$ cat src/rtl/mc_pkg.sv
// Shared types and encodings for the multi-cycle MIPS control unit.
package mc_pkg;

  typedef enum logic [3:0] {
    S_FETCH, S_DECODE, S_MEM_ADDR, S_MEM_RD, S_MEM_WB, S_MEM_WR,
    S_R_EXEC, S_R_WB, S_I_EXEC, S_I_WB, S_BRANCH, S_JUMP,
    S_JAL, S_JR, S_ILLEGAL, S_FAULT
  } state_e;

  typedef enum logic [1:0] {
    ALU_ADD, ALU_SUB, ALU_SLT, ALU_FUNC
  } alu_class_e;

  localparam logic [5:0] OPC_RTYPE = 6'b000000;
  localparam logic [5:0] OPC_LW    = 6'b100011;
  localparam logic [5:0] OPC_SW    = 6'b101011;
  localparam logic [5:0] OPC_BEQ   = 6'b000100;
  localparam logic [5:0] OPC_BNE   = 6'b000101;
  localparam logic [5:0] OPC_ADDI  = 6'b001000;
  localparam logic [5:0] OPC_SLTI  = 6'b001010;
  localparam logic [5:0] OPC_J     = 6'b000010;
  localparam logic [5:0] OPC_JAL   = 6'b000011;

  localparam logic [5:0] FN_ADD = 6'b100000;
  localparam logic [5:0] FN_SUB = 6'b100010;
  localparam logic [5:0] FN_AND = 6'b100100;
  localparam logic [5:0] FN_OR  = 6'b100101;
  localparam logic [5:0] FN_SLT = 6'b101010;
  localparam logic [5:0] FN_JR  = 6'b001000;

  localparam logic [2:0] ALUOP_AND = 3'b000;
  localparam logic [2:0] ALUOP_OR  = 3'b001;
  localparam logic [2:0] ALUOP_ADD = 3'b010;
  localparam logic [2:0] ALUOP_SUB = 3'b110;
  localparam logic [2:0] ALUOP_SLT = 3'b111;

  localparam logic [1:0] RD_RT = 2'b00;
  localparam logic [1:0] RD_RD = 2'b01;
  localparam logic [1:0] RD_RA = 2'b10;

  localparam logic [1:0] WB_ALU = 2'b00;
  localparam logic [1:0] WB_MDR = 2'b01;
  localparam logic [1:0] WB_PC  = 2'b10;

  localparam logic [1:0] SRCB_B   = 2'b00;
  localparam logic [1:0] SRCB_4   = 2'b01;
  localparam logic [1:0] SRCB_IMM = 2'b10;
  localparam logic [1:0] SRCB_BR  = 2'b11;

  localparam logic [1:0] PCS_ALU    = 2'b00;
  localparam logic [1:0] PCS_ALUOUT = 2'b01;
  localparam logic [1:0] PCS_JUMP   = 2'b10;
  localparam logic [1:0] PCS_REG    = 2'b11;

  // States that wait on the mem_ready handshake and are guarded by the watchdog.
  function automatic logic is_mem_state(input state_e s);
    return (s == S_FETCH) || (s == S_MEM_RD) || (s == S_MEM_WR);
  endfunction

endpackage

$ cat src/rtl/mc_alu_decoder.sv
// Maps the controller's ALU class and the R-type func field to an ALU op code.
module mc_alu_decoder
  import mc_pkg::*;
#(
  parameter int OP_W = 3
) (
  input  alu_class_e        alu_class,
  input  logic [5:0]        func,
  output logic [OP_W-1:0]   operation
);

  logic [2:0] op3;

  always_comb begin
    op3 = ALUOP_ADD;
    case (alu_class)
      ALU_ADD: op3 = ALUOP_ADD;
      ALU_SUB: op3 = ALUOP_SUB;
      ALU_SLT: op3 = ALUOP_SLT;
      ALU_FUNC: begin
        case (func)
          FN_ADD:  op3 = ALUOP_ADD;
          FN_SUB:  op3 = ALUOP_SUB;
          FN_AND:  op3 = ALUOP_AND;
          FN_OR:   op3 = ALUOP_OR;
          FN_SLT:  op3 = ALUOP_SLT;
          default: op3 = ALUOP_ADD;
        endcase
      end
      default: op3 = ALUOP_ADD;
    endcase
  end

  assign operation = OP_W'(op3);

endmodule

$ cat src/rtl/mc_control_fsm.sv
// Multi-cycle MIPS control FSM with mem_ready wait states, a bus watchdog,
// and illegal-instruction trapping.
module mc_control_fsm
  import mc_pkg::*;
#(
  parameter int OP_W     = 3,
  parameter int WAIT_MAX = 15
) (
  input  logic            clk,
  input  logic            rst,
  input  logic [5:0]      opcode,
  input  logic [5:0]      func,
  input  logic            zero,
  input  logic            mem_ready,
  output logic            mem_read,
  output logic            mem_write,
  output logic            IorD,
  output logic            ir_write,
  output logic [1:0]      reg_dst,
  output logic [1:0]      mem_to_reg,
  output logic            reg_write,
  output logic            alu_src_a,
  output logic [1:0]      alu_src_b,
  output logic [OP_W-1:0] operation,
  output logic [1:0]      pc_src,
  output logic            pc_load,
  output logic            illegal,
  output logic            bus_error
);

  localparam int CNT_W = (WAIT_MAX > 0) ? $clog2(WAIT_MAX + 1) : 1;

  state_e     state_q, state_d;
  logic       is_bne_q, is_bne_d;
  logic       wd_expire;
  alu_class_e alu_class;
  logic       op_en;
  logic       pc_write, pc_write_cond;
  logic [OP_W-1:0] dec_op;

  always_ff @(posedge clk) begin
    if (rst) begin
      state_q  <= S_FETCH;
      is_bne_q <= 1'b0;
    end else begin
      state_q  <= state_d;
      is_bne_q <= is_bne_d;
    end
  end

  // Watchdog: counts consecutive not-ready cycles within one memory state.
  generate
    if (WAIT_MAX > 0) begin : g_wd
      logic [CNT_W-1:0] wcnt_q, wcnt_d;

      always_comb begin
        wcnt_d = wcnt_q;
        if (state_d != state_q)
          wcnt_d = '0;
        else if (is_mem_state(state_q) && !mem_ready)
          wcnt_d = wcnt_q + CNT_W'(1);
      end

      always_ff @(posedge clk) begin
        if (rst) wcnt_q <= '0;
        else     wcnt_q <= wcnt_d;
      end

      assign wd_expire = is_mem_state(state_q) && !mem_ready &&
                         (wcnt_q == CNT_W'(WAIT_MAX));
    end else begin : g_no_wd
      assign wd_expire = 1'b0;
    end
  endgenerate

  always_comb begin
    state_d  = state_q;
    is_bne_d = is_bne_q;
    case (state_q)
      S_FETCH: begin
        if (mem_ready)      state_d = S_DECODE;
        else if (wd_expire) state_d = S_FAULT;
      end
      S_DECODE: begin
        is_bne_d = opcode[0];
        case (opcode)
          OPC_RTYPE: begin
            if (func inside {FN_ADD, FN_SUB, FN_AND, FN_OR, FN_SLT})
              state_d = S_R_EXEC;
            else if (func == FN_JR)
              state_d = S_JR;
            else
              state_d = S_ILLEGAL;
          end
          OPC_LW, OPC_SW:     state_d = S_MEM_ADDR;
          OPC_ADDI, OPC_SLTI: state_d = S_I_EXEC;
          OPC_BEQ, OPC_BNE:   state_d = S_BRANCH;
          OPC_J:              state_d = S_JUMP;
          OPC_JAL:            state_d = S_JAL;
          default:            state_d = S_ILLEGAL;
        endcase
      end
      S_MEM_ADDR: state_d = (opcode == OPC_LW) ? S_MEM_RD : S_MEM_WR;
      S_MEM_RD: begin
        if (mem_ready)      state_d = S_MEM_WB;
        else if (wd_expire) state_d = S_FAULT;
      end
      S_MEM_WR: begin
        if (mem_ready)      state_d = S_FETCH;
        else if (wd_expire) state_d = S_FAULT;
      end
      S_R_EXEC: state_d = S_R_WB;
      S_I_EXEC: state_d = S_I_WB;
      S_MEM_WB, S_R_WB, S_I_WB, S_BRANCH, S_JUMP, S_JAL, S_JR, S_ILLEGAL:
        state_d = S_FETCH;
      S_FAULT: state_d = S_FAULT;
      default: state_d = S_FETCH;
    endcase
  end

  // Outputs are forced low whenever rst is high, even mid-access.
  always_comb begin
    mem_read      = 1'b0;
    mem_write     = 1'b0;
    IorD          = 1'b0;
    ir_write      = 1'b0;
    reg_dst       = RD_RT;
    mem_to_reg    = WB_ALU;
    reg_write     = 1'b0;
    alu_src_a     = 1'b0;
    alu_src_b     = SRCB_B;
    pc_src        = PCS_ALU;
    illegal       = 1'b0;
    bus_error     = 1'b0;
    alu_class     = ALU_ADD;
    op_en         = 1'b0;
    pc_write      = 1'b0;
    pc_write_cond = 1'b0;
    if (!rst) begin
      case (state_q)
        S_FETCH: begin
          mem_read  = 1'b1;
          alu_src_b = SRCB_4;
          op_en     = 1'b1;
          ir_write  = mem_ready;
          pc_write  = mem_ready;
        end
        S_DECODE: begin
          alu_src_b = SRCB_BR;
          op_en     = 1'b1;
        end
        S_MEM_ADDR: begin
          alu_src_a = 1'b1;
          alu_src_b = SRCB_IMM;
          op_en     = 1'b1;
        end
        S_MEM_RD: begin
          mem_read = 1'b1;
          IorD     = 1'b1;
        end
        S_MEM_WB: begin
          mem_to_reg = WB_MDR;
          reg_write  = 1'b1;
        end
        S_MEM_WR: begin
          mem_write = 1'b1;
          IorD      = 1'b1;
        end
        S_R_EXEC: begin
          alu_src_a = 1'b1;
          alu_class = ALU_FUNC;
          op_en     = 1'b1;
        end
        S_R_WB: begin
          reg_dst   = RD_RD;
          reg_write = 1'b1;
          alu_class = ALU_FUNC;
          op_en     = 1'b1;
        end
        S_I_EXEC: begin
          alu_src_a = 1'b1;
          alu_src_b = SRCB_IMM;
          alu_class = (opcode == OPC_SLTI) ? ALU_SLT : ALU_ADD;
          op_en     = 1'b1;
        end
        S_I_WB: begin
          reg_write = 1'b1;
          alu_class = (opcode == OPC_SLTI) ? ALU_SLT : ALU_ADD;
          op_en     = 1'b1;
        end
        S_BRANCH: begin
          alu_src_a     = 1'b1;
          alu_class     = ALU_SUB;
          op_en         = 1'b1;
          pc_src        = PCS_ALUOUT;
          pc_write_cond = 1'b1;
        end
        S_JUMP: begin
          pc_src   = PCS_JUMP;
          pc_write = 1'b1;
        end
        S_JAL: begin
          reg_dst    = RD_RA;
          mem_to_reg = WB_PC;
          reg_write  = 1'b1;
          pc_src     = PCS_JUMP;
          pc_write   = 1'b1;
        end
        S_JR: begin
          pc_src   = PCS_REG;
          pc_write = 1'b1;
        end
        S_ILLEGAL: illegal   = 1'b1;
        S_FAULT:   bus_error = 1'b1;
        default: ;
      endcase
    end
  end

  mc_alu_decoder #(.OP_W(OP_W)) u_alu_dec (
    .alu_class (alu_class),
    .func      (func),
    .operation (dec_op)
  );

  assign operation = op_en ? dec_op : '0;
  assign pc_load   = pc_write | (pc_write_cond & (zero ^ is_bne_q));

endmodule

$ cat config.mk
export PLATFORM = sky130hd
export DESIGN_NAME = mc_control_fsm
export DESIGN_NICKNAME = d
export VERILOG_FILES = /design/src/rtl/mc_pkg.sv /design/src/rtl/mc_alu_decoder.sv /design/src/rtl/mc_control_fsm.sv
export SDC_FILE = /design/constraint.sdc
export NUM_CORES = 1
export LEC_CHECK = 0
export CAP_MARGIN = 20
export CORE_UTILIZATION = 48
export DETAILED_ROUTE_END_ITERATION = 6
export GPL_TIMING_DRIVEN = 1
export PLACE_DENSITY = 0.82
export SLEW_MARGIN = 20
export SYNTH_ARGS = -nofsm -noshare
export SYNTH_HDL_FRONTEND = slang
export SYNTH_HIERARCHICAL = 1
export SYNTH_SLANG_ARGS = --single-unit
$ cat constraint.sdc
create_clock -name clk -period 2.79 [get_ports clk]
set_clock_uncertainty 0.1 [all_clocks]
set_input_delay 0.4185 -clock clk [delete_from_list [all_inputs] [get_ports clk]]
set_output_delay 0.4185 -clock clk [all_outputs]
set_load 0.01 [all_outputs]
==> impl_metrics.yaml <==
sta:
  rsz0062_at_grt: "false"
  timing_hold_violations_final: 0
  min_period_ns: 2.703
  max_clock_freq_ghz: 0.3700
  period_share_pct: 96.87
  maxSlewHeadroom_pct: 59.85
  setup_viol: 0
  drv_slew: 0
  worst_pin_slew_ns: 0.5938
place:
  placed_area_mm2: 0.001713
  port_buffers: 35
  hpwlAfterDp_um: 2910
  gp_congestion: 0.8423
logic_synthesis:
  synth_edf_count: 0
  synth-seq-cells: 9
  syn-instance-count: 176
  ys.flop_type: "dfxtp_1"
  syn_nets: 193
  ys_seq_area_share_pct: 14.23
  syn_area_mm2: 0.001266
  synth_cell_type_count: 51
  async_reset_ff_share_pct: 0
  synth_area_per_cell_um2: 7.194
  synth_warnings: 6
layout:
  drive_above_1_share_pct: 17.86
  antenna_cells: 0
  nets: 242
  final_cell_mix: "clkdlybuf4s50_1, buf_4, nor2_1"
  layout.cells.most_common: "clkdlybuf4s50_1"
  final_area_mm2: 0.001773
  area_growth_pct: 40.02
power_and_ir_drop:
  p_total_mw: 1.385
  power.leakage_nw: 0.6768
  powerDensity_mw_per_mm2: 781.1
  peakVddDrop_uv: 573.8
routing:
  drt_iter0_markers: 40
  drc: 0
  viasPerCell: 6.067
  finalWirelength_um: 3765
  drt_pre_antenna_iters: 4
  vias: 1541
  antenna_left: 0
  routedWlPerCell_um: 14.82
grt:
  busiest_layer: "met2"
  grt.met3_usage_pct: 2.874
  grt_overflow_total: 0
  grt_usage_pct: 27.73
  grt_pass1_wl_um: 5920
  antenna_found_initial: 0
  grt_max_degree: 24
  gr-usage-met1_pct: 37.12
  grt_pass1_vias: 1322
  use_met2_pct: 47.71
floorplan:
  core.rowCount: 18
  coreArea_mm2: 0.002477
  die-area_mm2: 0.002847
  io_pins: 36
  die-width_um: 53.36
  chipHeight_um: 53.36
  start_util_pct: 51.11
outcome:
  status: "finished clean"
clock_tree:
  clk_pin_slew_ns: 0.06
  cts_sinks: 9
  cts_buffers: 3
  cts.path.max_buffers: 2
  htreeDepth: 1
  clock_tree.root_cell: "clkbuf_4"
  tritoncts: "yes"
  hold_buffers: 0
  clock_latency_ns: 0.25
setup_path:
  crit_type: "input pin to primary output"
  reg2reg_depth: 8
  worst-path-max-fanout: 7
  cp.required_ns: 2.27
  reg2reg_slack_ns: 0.42
  crit_path_start_kind: "input pin"
  r2r_start: "state_q[3]"
  r2r-end: "g_wd.wcnt_q[0]"
  cp.arrival_ns: 2.18
  cp-end-kind: "primary output"
min_path:
  hold_class: "flop to flop"
  holdPathStages: 2
  holdCritStartpoint: "is_bne_q"
  whs_endpoint: "is_bne_q"
run:
  drv_cap: 0
through the flow:
step	hold WS, ns	TNS [ns]	util [%]	setup slack [ns]	std cells
5_1_grt	0.4216	0	71.57	0.0004388	254
3_3_place_gp	0.3820	-0.4088	69.14	-0.1969	247
2_1_floorplan	0.3488	0	-	0.5598	176
3_5_place_dp	0.3856	-0.9930	69.14	-0.3869	247
4_1_cts	0.3919	0	71.11	0.004517	253
6_report	0.3943	0	71.57	0.08743	254
per-layer routing:
metal  vias to the layer above  wire length (um)
li1                        766                 -
met1                       724              1589
met2                        49              1972
met3                         2               183
met4                         0                19
met5                         -                 0
report_power, final:
part	internal, mW	total (mW)	switching [mW]
sequential	0.164	0.208	0.0443
combinational	0.495	1.08	0.585
clock	0.0549	0.0964	0.0415
layout make-up:
class | count | area [um2]
sequential | 9 | 181.4
timing repair buffer | 59 | 530.5
fill | 202 | 704.4
tap | 30 | 37.54
inverter | 1 | 3.754
clock buffer | 4 | 26.28
multi-input combinational | 151 | 993.5
sequential cells by signal, summed over array words and instances, names as in the netlist:
signal,flops
state_q,4
g_wd.wcnt_q,4
is_bne_q,1
logic make-up after synthesis:
family          count (synthesis)  share of synthesized area (%)
flops                           9                          14.23
simple gates                   94                          42.99
xor+xnor                        9                          6.225
mux                             4                          3.261
buf+inv                        16                          8.103
compound gates                 43                          24.21
fa+ha+maj                       1                         0.9880
worst max path at each step:
stage / startpoint / to / cells after the start
global placement: opcode[0] / operation[0] / 9
CTS: opcode[4] / operation[0] / 10
finish: rst / pc_load / 5
floorplan: state_q[2] / operation[0] / 9
global route: opcode[4] / operation[1] / 10
detailed placement: opcode[0] / operation[0] / 9
cells in the mapped netlist, drive strengths merged (2+ instances only):
cell / n / area share [%]
xnor2: 4 / 2.8
or4: 3 / 2.1
and2: 3 / 1.5
nor3b: 5 / 3.0
nor4bb: 2 / 1.6
nand2b: 6 / 3.0
nor4b: 3 / 2.1
a21oi: 14 / 5.5
nand3: 4 / 2.0
o21bai: 2 / 1.2
nand4b: 2 / 1.4
nand2: 15 / 4.4
o211ai: 3 / 2.2
nor2b: 3 / 1.5
nor2: 18 / 5.3
nor4: 8 / 4.0
buf: 8 / 4.2
nand4: 2 / 0.99
a31oi: 5 / 3.0
xor2: 5 / 3.5
o31ai: 2 / 1.2
and3b: 4 / 2.9
nor3: 10 / 4.0
or3: 2 / 0.99
a211oi: 2 / 1.2
dfxtp: 9 / 14
mux2i: 3 / 2.4
clkbuf: 7 / 3.7
o21ai: 8 / 3.5
worst max-delay path: stages:
cell	delay, ns
clkdlybuf4s50_1	0.54
buf_4	0.23
nor4_1	0.32
or3_1	0.15
clkdlybuf4s50_1	0.52
what timing repair did:
| action | in CTS | in global routing |
|---|---|---|
| endpoints found under the setup margin | 3 | 5 |
| gates resized for setup | 6 | 5 |
| buffers inserted | 2 | 1 |
| pin swaps | 2 | 2 |
Power figures use the tool's default switching activity.
